[src/rtl/toggle_event_decoder.sv]
// Receive side of a toggle-level event link: synchronises t_in, turns every level
// change into one queued event and hands events out on a valid/ready handshake.
module toggle_event_decoder #(
    parameter int SYNC_STAGES = 2,
    parameter int PEND_W      = 4,
    parameter int SEQ_W       = 8
) (
    input  logic              clk,
    input  logic              rst,
    input  logic              t_in,
    output logic              evt_valid,
    input  logic              evt_ready,
    output logic [SEQ_W-1:0]  evt_seq,
    output logic [PEND_W-1:0] pending,
    output logic              overflow,
    output logic [SEQ_W-1:0]  drop_cnt,
    input  logic              clr_ovf
);

    localparam int                CNT_W     = 3;
    localparam logic [CNT_W-1:0]  INIT_LAST = CNT_W'(SYNC_STAGES);
    localparam logic [PEND_W-1:0] PEND_MAX  = '1;
    localparam logic [SEQ_W-1:0]  DROP_MAX  = '1;

    typedef enum logic {
        ST_INIT,
        ST_RUN
    } state_t;

    state_t                  state_q, state_d;
    logic [CNT_W-1:0]        init_cnt_q, init_cnt_d;
    logic [SYNC_STAGES-1:0]  s_q, s_d;
    logic                    prev_q, prev_d;
    logic [PEND_W-1:0]       pending_q, pending_d;
    logic [SEQ_W-1:0]        seq_q, seq_d;
    logic                    ovf_q, ovf_d;
    logic [SEQ_W-1:0]        drop_q, drop_d;

    logic s_last;
    logic edge_det;
    logic count_edge;
    logic pop;
    logic drop;

    // s[0] is the first (metastability-exposed) stage; s[last] feeds edge detection
    assign s_d[0] = t_in;
    genvar gi;
    generate
        for (gi = 1; gi < SYNC_STAGES; gi++) begin : g_sync
            assign s_d[gi] = s_q[gi-1];
        end
    endgenerate

    assign s_last     = s_q[SYNC_STAGES-1];
    assign edge_det   = s_last ^ prev_q;
    assign count_edge = (state_q == ST_RUN) && edge_det;
    assign pop        = evt_valid && evt_ready;

    always_comb begin
        state_d    = state_q;
        init_cnt_d = init_cnt_q;
        prev_d     = s_last;
        pending_d  = pending_q;
        seq_d      = seq_q;
        ovf_d      = ovf_q;
        drop_d     = drop_q;
        drop       = 1'b0;

        // INIT lets the chain fill and prev track it, so a static level is never an event
        case (state_q)
            ST_INIT: begin
                if (init_cnt_q == INIT_LAST) begin
                    state_d = ST_RUN;
                end else begin
                    init_cnt_d = init_cnt_q + CNT_W'(1);
                end
            end
            default: begin
                state_d = ST_RUN;
            end
        endcase

        if (count_edge && !pop) begin
            if (pending_q == PEND_MAX) begin
                drop = 1'b1;
            end else begin
                pending_d = pending_q + PEND_W'(1);
            end
        end else if (!count_edge && pop) begin
            pending_d = pending_q - PEND_W'(1);
        end

        if (pop) begin
            seq_d = seq_q + SEQ_W'(1);
        end

        // A drop in the same cycle as a clear restarts the count at one
        if (drop) begin
            ovf_d = 1'b1;
            if (clr_ovf) begin
                drop_d = SEQ_W'(1);
            end else if (drop_q != DROP_MAX) begin
                drop_d = drop_q + SEQ_W'(1);
            end
        end else if (clr_ovf) begin
            ovf_d  = 1'b0;
            drop_d = '0;
        end
    end

    always_ff @(posedge clk) begin
        if (rst) begin
            state_q    <= ST_INIT;
            init_cnt_q <= '0;
            s_q        <= '0;
            prev_q     <= 1'b0;
            pending_q  <= '0;
            seq_q      <= '0;
            ovf_q      <= 1'b0;
            drop_q     <= '0;
        end else begin
            state_q    <= state_d;
            init_cnt_q <= init_cnt_d;
            s_q        <= s_d;
            prev_q     <= prev_d;
            pending_q  <= pending_d;
            seq_q      <= seq_d;
            ovf_q      <= ovf_d;
            drop_q     <= drop_d;
        end
    end

    assign evt_valid = (pending_q != '0);
    assign evt_seq   = seq_q;
    assign pending   = pending_q;
    assign overflow  = ovf_q;
    assign drop_cnt  = drop_q;

endmodule

[config.mk]
export PLATFORM = sky130hd
export DESIGN_NAME = toggle_event_decoder
export DESIGN_NICKNAME = d
export VERILOG_FILES = /design/src/rtl/toggle_event_decoder.sv
export SDC_FILE = /design/constraint.sdc
export NUM_CORES = 1
export LEC_CHECK = 0
export ABC_AREA = 1
export CAP_MARGIN = 20
export CORE_MARGIN = 5
export CORE_UTILIZATION = 51
export DETAILED_ROUTE_END_ITERATION = 7
export GPL_TIMING_DRIVEN = 0
export PLACE_DENSITY_LB_ADDON = 0.12
export SETUP_SLACK_MARGIN = 0.2
export SYNTH_ARGS = -nofsm -noshare
export SYNTH_HDL_FRONTEND = slang
export SYNTH_SLANG_ARGS = --single-unit
[constraint.sdc]
create_clock -name clk -period 2.1 [get_ports clk]
set_input_delay 0.315 -clock clk [delete_from_list [all_inputs] [get_ports clk]]
set_output_delay 0.315 -clock clk [all_outputs]
set_load 0.1 [all_outputs]
# [Word level (Yosys, flattened, before mapping)]
# Cells that the tools add are included.
[word_totals] input_bits=5 reg_bits=28 out_inout_bits=22
[op_classes] n_reduce_logical=13 n_eq_ne=4 addsub=5 n_bitwise=3 n_mux=13
[ops] operator="two-way mux 8 bit" n=4
[ops] operator="adder 8 x 1 -> 8 bit (second input constant)" n=2
[ops] operator="two-way mux 4 bit" n=3
[ops] operator="inequality test 8 bit (second input constant)" n=1
[ops] operator="two-way mux 1 bit" n=6
[ops] operator="AND reduction 2 bit" n=3
[ops] operator="nonzero test 2 bit" n=3
[ops] operator="adder 4 x 1 -> 4 bit (second input constant)" n=1
[ops] operator="== test 4 bit (second input constant)" n=1
[ops] operator="logical AND 1 bit" n=4
[ops] operator="nonzero test 4 bit" n=1
[ops] operator="subtractor 4 x 1 -> 4 bit (second input constant)" n=1
[ops] operator="adder 3 x 1 -> 3 bit (second input constant)" n=1
[ops] operator="== test 3 x 2 -> 1 bit (second input constant)" n=1
[ops] operator="zero test 1 bit" n=2
[ops] operator="inequality test 2 bit (second input constant)" n=1
[ops] operator="inverter 1 bit" n=2
[ops] operator="bitwise XOR 1 bit" n=1

# [Depth between registers and ports, before layout]
# Gate-level depths: netlist of run 1.
[logic_depth] word_depth=7 mapped_depth=14

# [Least setup slack after synthesis of run 1]
# Ideal clock, no wire load.
[synth_timing] path_kind="reg2reg" start="reg pending_q[2] (netlist: pending[2])" end="reg pending_q[3] (netlist: pending[3])" stages_incl_launch_ff=15 path_buffers=0 required_ns=2.035 slack_ns=-0.622 arrival_ns=2.657 setup_time_ns=0.065 path_cell_list="dfxtp_1 > nor2_1 > nand2_4 > nand2_4 > nand2_2 > ha_1 > nand3_1 > inv_1 > nor2_1 > inv_1 > nand2_1 > nand2_1 > nor2_1 > nor2_1 > nor2_1"
[synth_via] elab_chain_len=6
[synth_rtl] element="start, declared" line_no="34" text="logic [PEND_W-1:0] pending_q, pending_d;"
[synth_rtl] element="start signal, assigned" line_no="126" text="pending_q <= pending_d;"
[synth_rtl] element="nonzero test 4 bit (*)" line_no="133" text="assign evt_valid = (pending_q != '0);"
[synth_rtl] element="via evt_valid" line_no="11" text="output logic evt_valid,"
[synth_rtl] element="logical AND 1 bit (*)" line_no="57" text="assign pop = evt_valid && evt_ready;"
[synth_rtl] element="zero test 1 bit" line_no="83" text="if (count_edge && !pop) begin"
[synth_rtl] element="logical AND 1 bit" line_no="83"
[synth_rtl] element="inequality test 2 bit (no line) / nonzero test 2 bit (equally long branches)"
[synth_rtl] element="AND reduction 2 bit (no line)"
# Mark *: on every way through the listed nets, which the timed path passes. The rest lies on a longest branch. The select of a mux whose other input is x is not followed.
# A chain may end at the register's enable or synchronous reset.

# [Final worst setup path of run 1]
[layout_timing] start="reg drop_q[7] (netlist: drop_cnt[7])" end="out drop_cnt[7]"
[layout_rtl] element="start, declared" line_no="37" text="logic [SEQ_W-1:0] drop_q, drop_d;"
[layout_rtl] element="start signal, assigned" line_no="129" text="drop_q <= drop_d;"
[layout_rtl] element="end, declared" line_no="16" text="output logic [SEQ_W-1:0] drop_cnt,"
# No word-level cell between the ends.

==> flow_metrics.env, run 1 <==
export IMPL_status="complete, no violations"
export IMPL_rsz0062_at_grt="yes"
export IMPL_worst_setup_path_type="flop to output pin"
export IMPL_die_w_um=63.9
export IMPL_cp_num_buf_inv=1
export IMPL_synth_most_common_cell="nand2_1"
export IMPL_drc=0
export IMPL_grt_antenna_before_repair=0
export IMPL_synthAdderAreaFrac_pct=6.42
export IMPL_drtAntennaViolNets=0
export IMPL_postSynthAreaPerCell_um2=7.22
export IMPL_p_total_mw=2.24
export IMPL_ys_types=28
export IMPL_critPathMaxFanout=2
export IMPL_setup_violations=0
export IMPL_r2r_start="pending[0]"
export IMPL_synth_async_reset_ratio_pct=0
export IMPL_cap_violations=0
export IMPL_crit_slowest_cell="clkdlybuf4s15_1"
export IMPL_crit_path_start_kind="flop"
export IMPL_post_route_period_util_pct=87.4
export IMPL_grt_remaining_overflow=0
export IMPL_worst_skew_pair_late_latency_ns=0.33
export IMPL_cts_root_buf="clkbuf_4"
export IMPL_ios=27
export IMPL_critPathArrivalTime_ns=1.52
export IMPL_worstHoldPathType="flop to flop"
export IMPL_final_setup_tns_ns=0
export IMPL_synth_top_flop_cell="dfxtp_1"
export IMPL_power_leakage_nw=0.771
export IMPL_min_delay_start="s_q[0]"
export IMPL_area_delta_synth_final_pct=28.2
export IMPL_tightestPinTransition_ns=0.951
export IMPL_numClockSinks=28
export IMPL_clock_path_buffers=2
export IMPL_fillCellCount=241
export IMPL_num_vias=1404
export IMPL_die_area_mm2=0.00408
export IMPL_syn_area_mm2=0.00148
export IMPL_period_needed_ns=1.83
export IMPL_grt_pass1_vias=1327
export IMPL_syn_num_nets=217
export IMPL_cp_cell_sequence="clkdlybuf4s15_1"
export IMPL_place_congestion=0.856
export IMPL_max_freq_mhz=545
export IMPL_port_buffers=26
export IMPL_fin_nets=251
export IMPL_hold_slack_ns=0.415
export IMPL_synth_area_leaders="dfxtp_1 38%, nand2_1 9.6%, inv_1 6.6%"
export IMPL_drive_gt1_share_pct=25.6
export IMPL_yosys_area_share_simple_pct=36.0
export IMPL_htreeDepth=1
export IMPL_fin_skew_ns=0.0120
export IMPL_wl_per_cell_um=11.6
export IMPL_yosys_area_top_type="dfxtp_1"
export IMPL_drt_pre_antenna_iters=4
export IMPL_critical_path_top_delay_family="buffers and inverters"
export IMPL_slew_headroom_pct=36.9
export IMPL_cp_end_kind="output pin"
export IMPL_netlist_top_cells_count="38 x nand2_1, 28 x dfxtp_1, 26 x inv_1, 26 x nor2_1"
export IMPL_dpl_hpwl_um=2400
export IMPL_cpPeakStageDelay_ns=0.82
export IMPL_synth_edf_count=0
export IMPL_via_per_inst=5.22
export IMPL_synth_cells=205
export IMPL_cts_made_buffers=3
export IMPL_die_h_um=63.9
export IMPL_synth_compound_area_share_pct=9.64
export IMPL_core_mm2=0.00276
export IMPL_crit_start="drop_cnt[7]"
export IMPL_final_hold_viol_count=0
export IMPL_wl_um=3130
export IMPL_ctsHoldBuffers=0
export IMPL_ys_ff_latch=28
export IMPL_synth_top_family_by_area="simple AND/OR/NAND/NOR gates"
export IMPL_start_util_pct=53.7
export IMPL_grt_pass1_wl_um=5560
export IMPL_power_density_mw_per_mm2=1180
export IMPL_synth_top_area_share_pct=37.9
export IMPL_report_final_slew_viol_count=0
export IMPL_track_usage_pct=16.2
export IMPL_synthXorXnorAreaFrac_pct=1.18
export IMPL_tritoncts="built"
export IMPL_synth_mux_area_share_pct=0
export IMPL_yosys_warnings=0
export IMPL_drtIter0Drc=83
export IMPL_row_count=19
export IMPL_ys_seq_area_share_pct=37.9
export IMPL_required_ns=1.78
export IMPL_grt_max_degree=16
export IMPL_diodes=0
export IMPL_path_clk_slew_ns=0.16
export IMPL_peakVddDrop_uv=1400
[through the flow]
stage	std cells	setup slack [ns]	utilization, %	area [um2]
finish	269	0.265	68.8	1900
global route	269	0.159	68.8	1900
CTS	266	0.200	68.8	1900
detailed placement	262	0.0165	67.2	1850
global placement	262	0.0551	67.2	1850
floorplan	205	0.150	-	1550
[final cells by class]
class	instances	area [um2]	share of cell area [%]
repair buffers	29	263	13.8
well taps	31	38.8	2.04
inverters	30	113	5.93
multi-input cells	144	847	44.6
clock buffers	4	36.3	1.91
flip-flops and latches	28	582	30.7
plain buffers	3	18.8	0.989
[power breakdown]
part / total [mW] / switching [mW] / internal (mW)
clock network: 0.266 / 0.160 / 0.106
logic: 1.24 / 0.898 / 0.339
registers: 0.736 / 0.106 / 0.630
total: 2.24 / 1.16 / 1.08
[worst paths after layout]
check             depth (start not counted)  slack (ns)     endpoint
setup / recovery                          1        0.27  drop_cnt[7]
hold / removal                            2        0.42       s_q[1]
setup reg to reg                         14        0.33   pending[3]
hold reg to reg                           2        0.42       s_q[1]
[per-layer routing]
metal	up-vias	wire length [um]	global-route usage, %	part of all wire (%)
li1	722	-	-	-
met1	639	1460	20.1	47
met2	35	1510	28.3	48
met3	8	110	2.80	3.5
met4	0	46	5.19	1.5
met5	-	0	0	0
[state kept, by name (all words and copies together), names as in the netlist]
signal / cells
drop_cnt: 8
evt_seq: 8
pending: 4
init_cnt_q: 3
s_q: 2
overflow: 1
prev_q: 1
state_q: 1
[cells in the final DEF (no fill, tap or decap), drive strengths merged]
master / Yosys / layout
a21boi: 1 / 1
a21oi: 16 / 16
buf: 1 / 4
clkbuf: 2 / 13
clkdlybuf4s15: 0 / 15
clkdlybuf4s50: 0 / 4
clkinv: 1 / 1
dfxtp: 28 / 28
fa: 1 / 1
ha: 6 / 6
inv: 29 / 29
nand2: 44 / 44
nand3: 17 / 17
nand3b: 1 / 1
nand4: 4 / 4
nor2: 34 / 34
nor3: 4 / 4
nor3b: 1 / 1
nor4: 1 / 1
o21ai: 11 / 11
or2: 1 / 1
xor2: 2 / 2
[logic make-up (layout without fill, tap and decap cells)]
kind of cell / Yosys count / count (layout)
buf+inv: 33 / 66
fa+ha+maj: 7 / 7
simple gates: 107 / 107
flops: 28 / 28
xor+xnor: 2 / 2
compound gates: 28 / 28
[timing repair]
action,CTS,global route
hold endpoints to repair,0,0
pin swaps,0,1
gates cloned,0,0
resized for setup,51,14
setup endpoints to repair,22,11
setup buffers,0,3
(Power assumes the default switching activity.)
==> run 2, diff against run 1 <==
--- a/config.mk
+++ b/config.mk
@@ -16,3 +16,4 @@
 export SYNTH_ARGS = -nofsm -noshare
 export SYNTH_HDL_FRONTEND = slang
 export SYNTH_SLANG_ARGS = --single-unit
+export TNS_END_PERCENT = 30
==> run 2 against run 1 <==
  * Design area up 0.99%
  * Sequential power barely moved
  * Critical path depth did not move
  * Worst setup slack lost 0.054 ns
  * Clock skew is 0.00073 ns lower
  * Fmax down 2.9%
  * Final cell count unchanged
  * Sequential share of layout area decreased by 0.30 points
  * Largest power group unchanged
==> flow_metrics.env, run 2 (synthesis gave the netlist of run 1 again) <==
export IMPL_status="complete, no violations"
export IMPL_p_comb_share_pct=55.3
export IMPL_post_route_period_util_pct=90.0
export IMPL_crit_path_start_kind="flop"
export IMPL_num_vias=1407
export IMPL_htreeDepth=1
export IMPL_track_usage_pct=16.3
export IMPL_tightestPinTransition_ns=0.959
export IMPL_max_freq_mhz=529
export IMPL_fin_skew_ns=0.0113
export IMPL_start_util_pct=53.7
export IMPL_drive_gt1_share_pct=23.5
export IMPL_cts_root_buf="clkbuf_4"
export IMPL_grt_antenna_before_repair=0
export IMPL_via_per_inst=5.23
export IMPL_r2r_start="pending[0]"
export IMPL_worst_skew_pair_late_latency_ns=0.33
export IMPL_port_buffers=26
export IMPL_critPathArrivalTime_ns=1.57
export IMPL_critPathMaxFanout=3
export IMPL_tritoncts="built"
export IMPL_diodes=0
export IMPL_required_ns=1.78
export IMPL_slew_headroom_pct=36.3
export IMPL_final_setup_tns_ns=0
export IMPL_ctsHoldBuffers=0
export IMPL_cts_made_buffers=3
export IMPL_drtIter0Drc=75
export IMPL_rsz0062_at_grt="yes"
export IMPL_period_needed_ns=1.89
export IMPL_swShare_pct=51.9
export IMPL_peakVddDrop_uv=1400
export IMPL_path_clk_slew_ns=0.16
export IMPL_clock_path_buffers=2
export IMPL_report_final_slew_viol_count=0
export IMPL_grt_pass1_wl_um=5580
export IMPL_die_w_um=63.9
export IMPL_power_switching_mw=1.16
export IMPL_worstHoldPathType="flop to flop"
export IMPL_final_hold_viol_count=0
export IMPL_grt_max_degree=16
export IMPL_ios=27
export IMPL_row_count=19
export IMPL_internal_power_mw=1.08
export IMPL_cp_cell_sequence="clkdlybuf4s15_1"
export IMPL_setup_violations=0
export IMPL_place_congestion=0.856
export IMPL_power_leakage_nw=0.789
export IMPL_numClockSinks=28
export IMPL_drc=0
export IMPL_cp_num_buf_inv=1
export IMPL_fin_cells=269
export IMPL_crit_slowest_cell="clkdlybuf4s15_1"
export IMPL_drt_pre_antenna_iters=4
export IMPL_power_frac_clock_pct=11.9
export IMPL_fin_nets=251
export IMPL_dpl_hpwl_um=2400
export IMPL_wl_um=3130
export IMPL_area_delta_synth_final_pct=29.5
export IMPL_cpPeakStageDelay_ns=0.84
export IMPL_grt_pass1_vias=1330
export IMPL_worst_setup_path_type="flop to output pin"
export IMPL_wl_per_cell_um=11.6
export IMPL_core_mm2=0.00276
export IMPL_die_area_mm2=0.00408
export IMPL_drtAntennaViolNets=0
export IMPL_min_delay_start="s_q[0]"
export IMPL_layout_commonest_cell="nand2_1"
export IMPL_crit_start="evt_seq[0]"
export IMPL_cp_end_kind="output pin"
export IMPL_power_density_mw_per_mm2=1170
export IMPL_die_h_um=63.9
export IMPL_critical_path_top_delay_family="buffers and inverters"
export IMPL_grt_remaining_overflow=0
export IMPL_cap_violations=0
export IMPL_seqPwrFrac_pct=32.8
export IMPL_final_cell_mix="38 x nand2_1, 26 x inv_1, 24 x nor2_1, 19 x dfxtp_1"
export IMPL_place_inst=262
## run 2: changes by cell type in the layout (fill, tap and decap cells not counted), sizes merged
cell,delta
clkbuf,-5
dlygate4sd2,+5
## run 2: what timing repair did
| action | 4_1_cts | 5_1_grt |
|---|---|---|
| endpoints found under the hold margin | 0 | 0 |
| setup endpoints to repair | 22 | 11 |
| pin swaps | 0 | 1 |
| resized for setup | 50 | 5 |
| setup buffers | 0 | 3 |
## run 2: power groups by stage
stage               Sequential (mW)  Combinational, mW  Clock, mW
floorplan                      1.11              0.628          0
global placement              0.757               1.20          0
detailed placement            0.765               1.22          0
CTS                           0.753               1.21      0.278
global route                  0.748               1.34      0.305
finish                        0.736               1.24      0.266
## run 2: cell type report
cell class / count / area, um2
buffer: 3 / 18.8
sequential: 28 / 582
timing repair buffer: 29 / 282
clock buffer: 4 / 36.3
multi-input combinational: 144 / 847
fill: 240 / 841
inverter: 30 / 113
tap: 31 / 38.8
## run 2: stage by stage
stage | instance area [um2] | worst slack [ns] | hold WS [ns] | power (mW) | util [%]
global route | 1920 | 0.146 | 0.435 | 2.39 | 69.5
CTS | 1900 | 0.198 | 0.420 | 2.24 | 68.7
finish | 1920 | 0.211 | 0.415 | 2.24 | 69.5
global placement | 1850 | 0.0551 | 0.392 | 1.96 | 67.2
detailed placement | 1850 | 0.0165 | 0.398 | 1.99 | 67.2
floorplan | 1550 | 0.150 | 0.388 | 1.74 | -
## run 2: final timing paths
| kind | to | slack, ns | cells past startpoint |
|---|---|---|---|
| setup / recovery | evt_seq[0] | 0.21 | 1 |
| hold / removal | s_q[1] | 0.42 | 2 |
| setup reg to reg | pending[3] | 0.33 | 14 |
| hold reg to reg | s_q[1] | 0.42 | 2 |
## run 2: layer usage
| metal | part of all wire, % | global-route usage [%] | vias up |
|---|---|---|---|
| met1 | 46 | 20.1 | 636 |
| met3 | 3.7 | 2.98 | 12 |
| met5 | 0 | 0 | - |
| met2 | 48 | 28.3 | 36 |
| met4 | 1.5 | 5.19 | 0 |
| li1 | - | - | 723 |
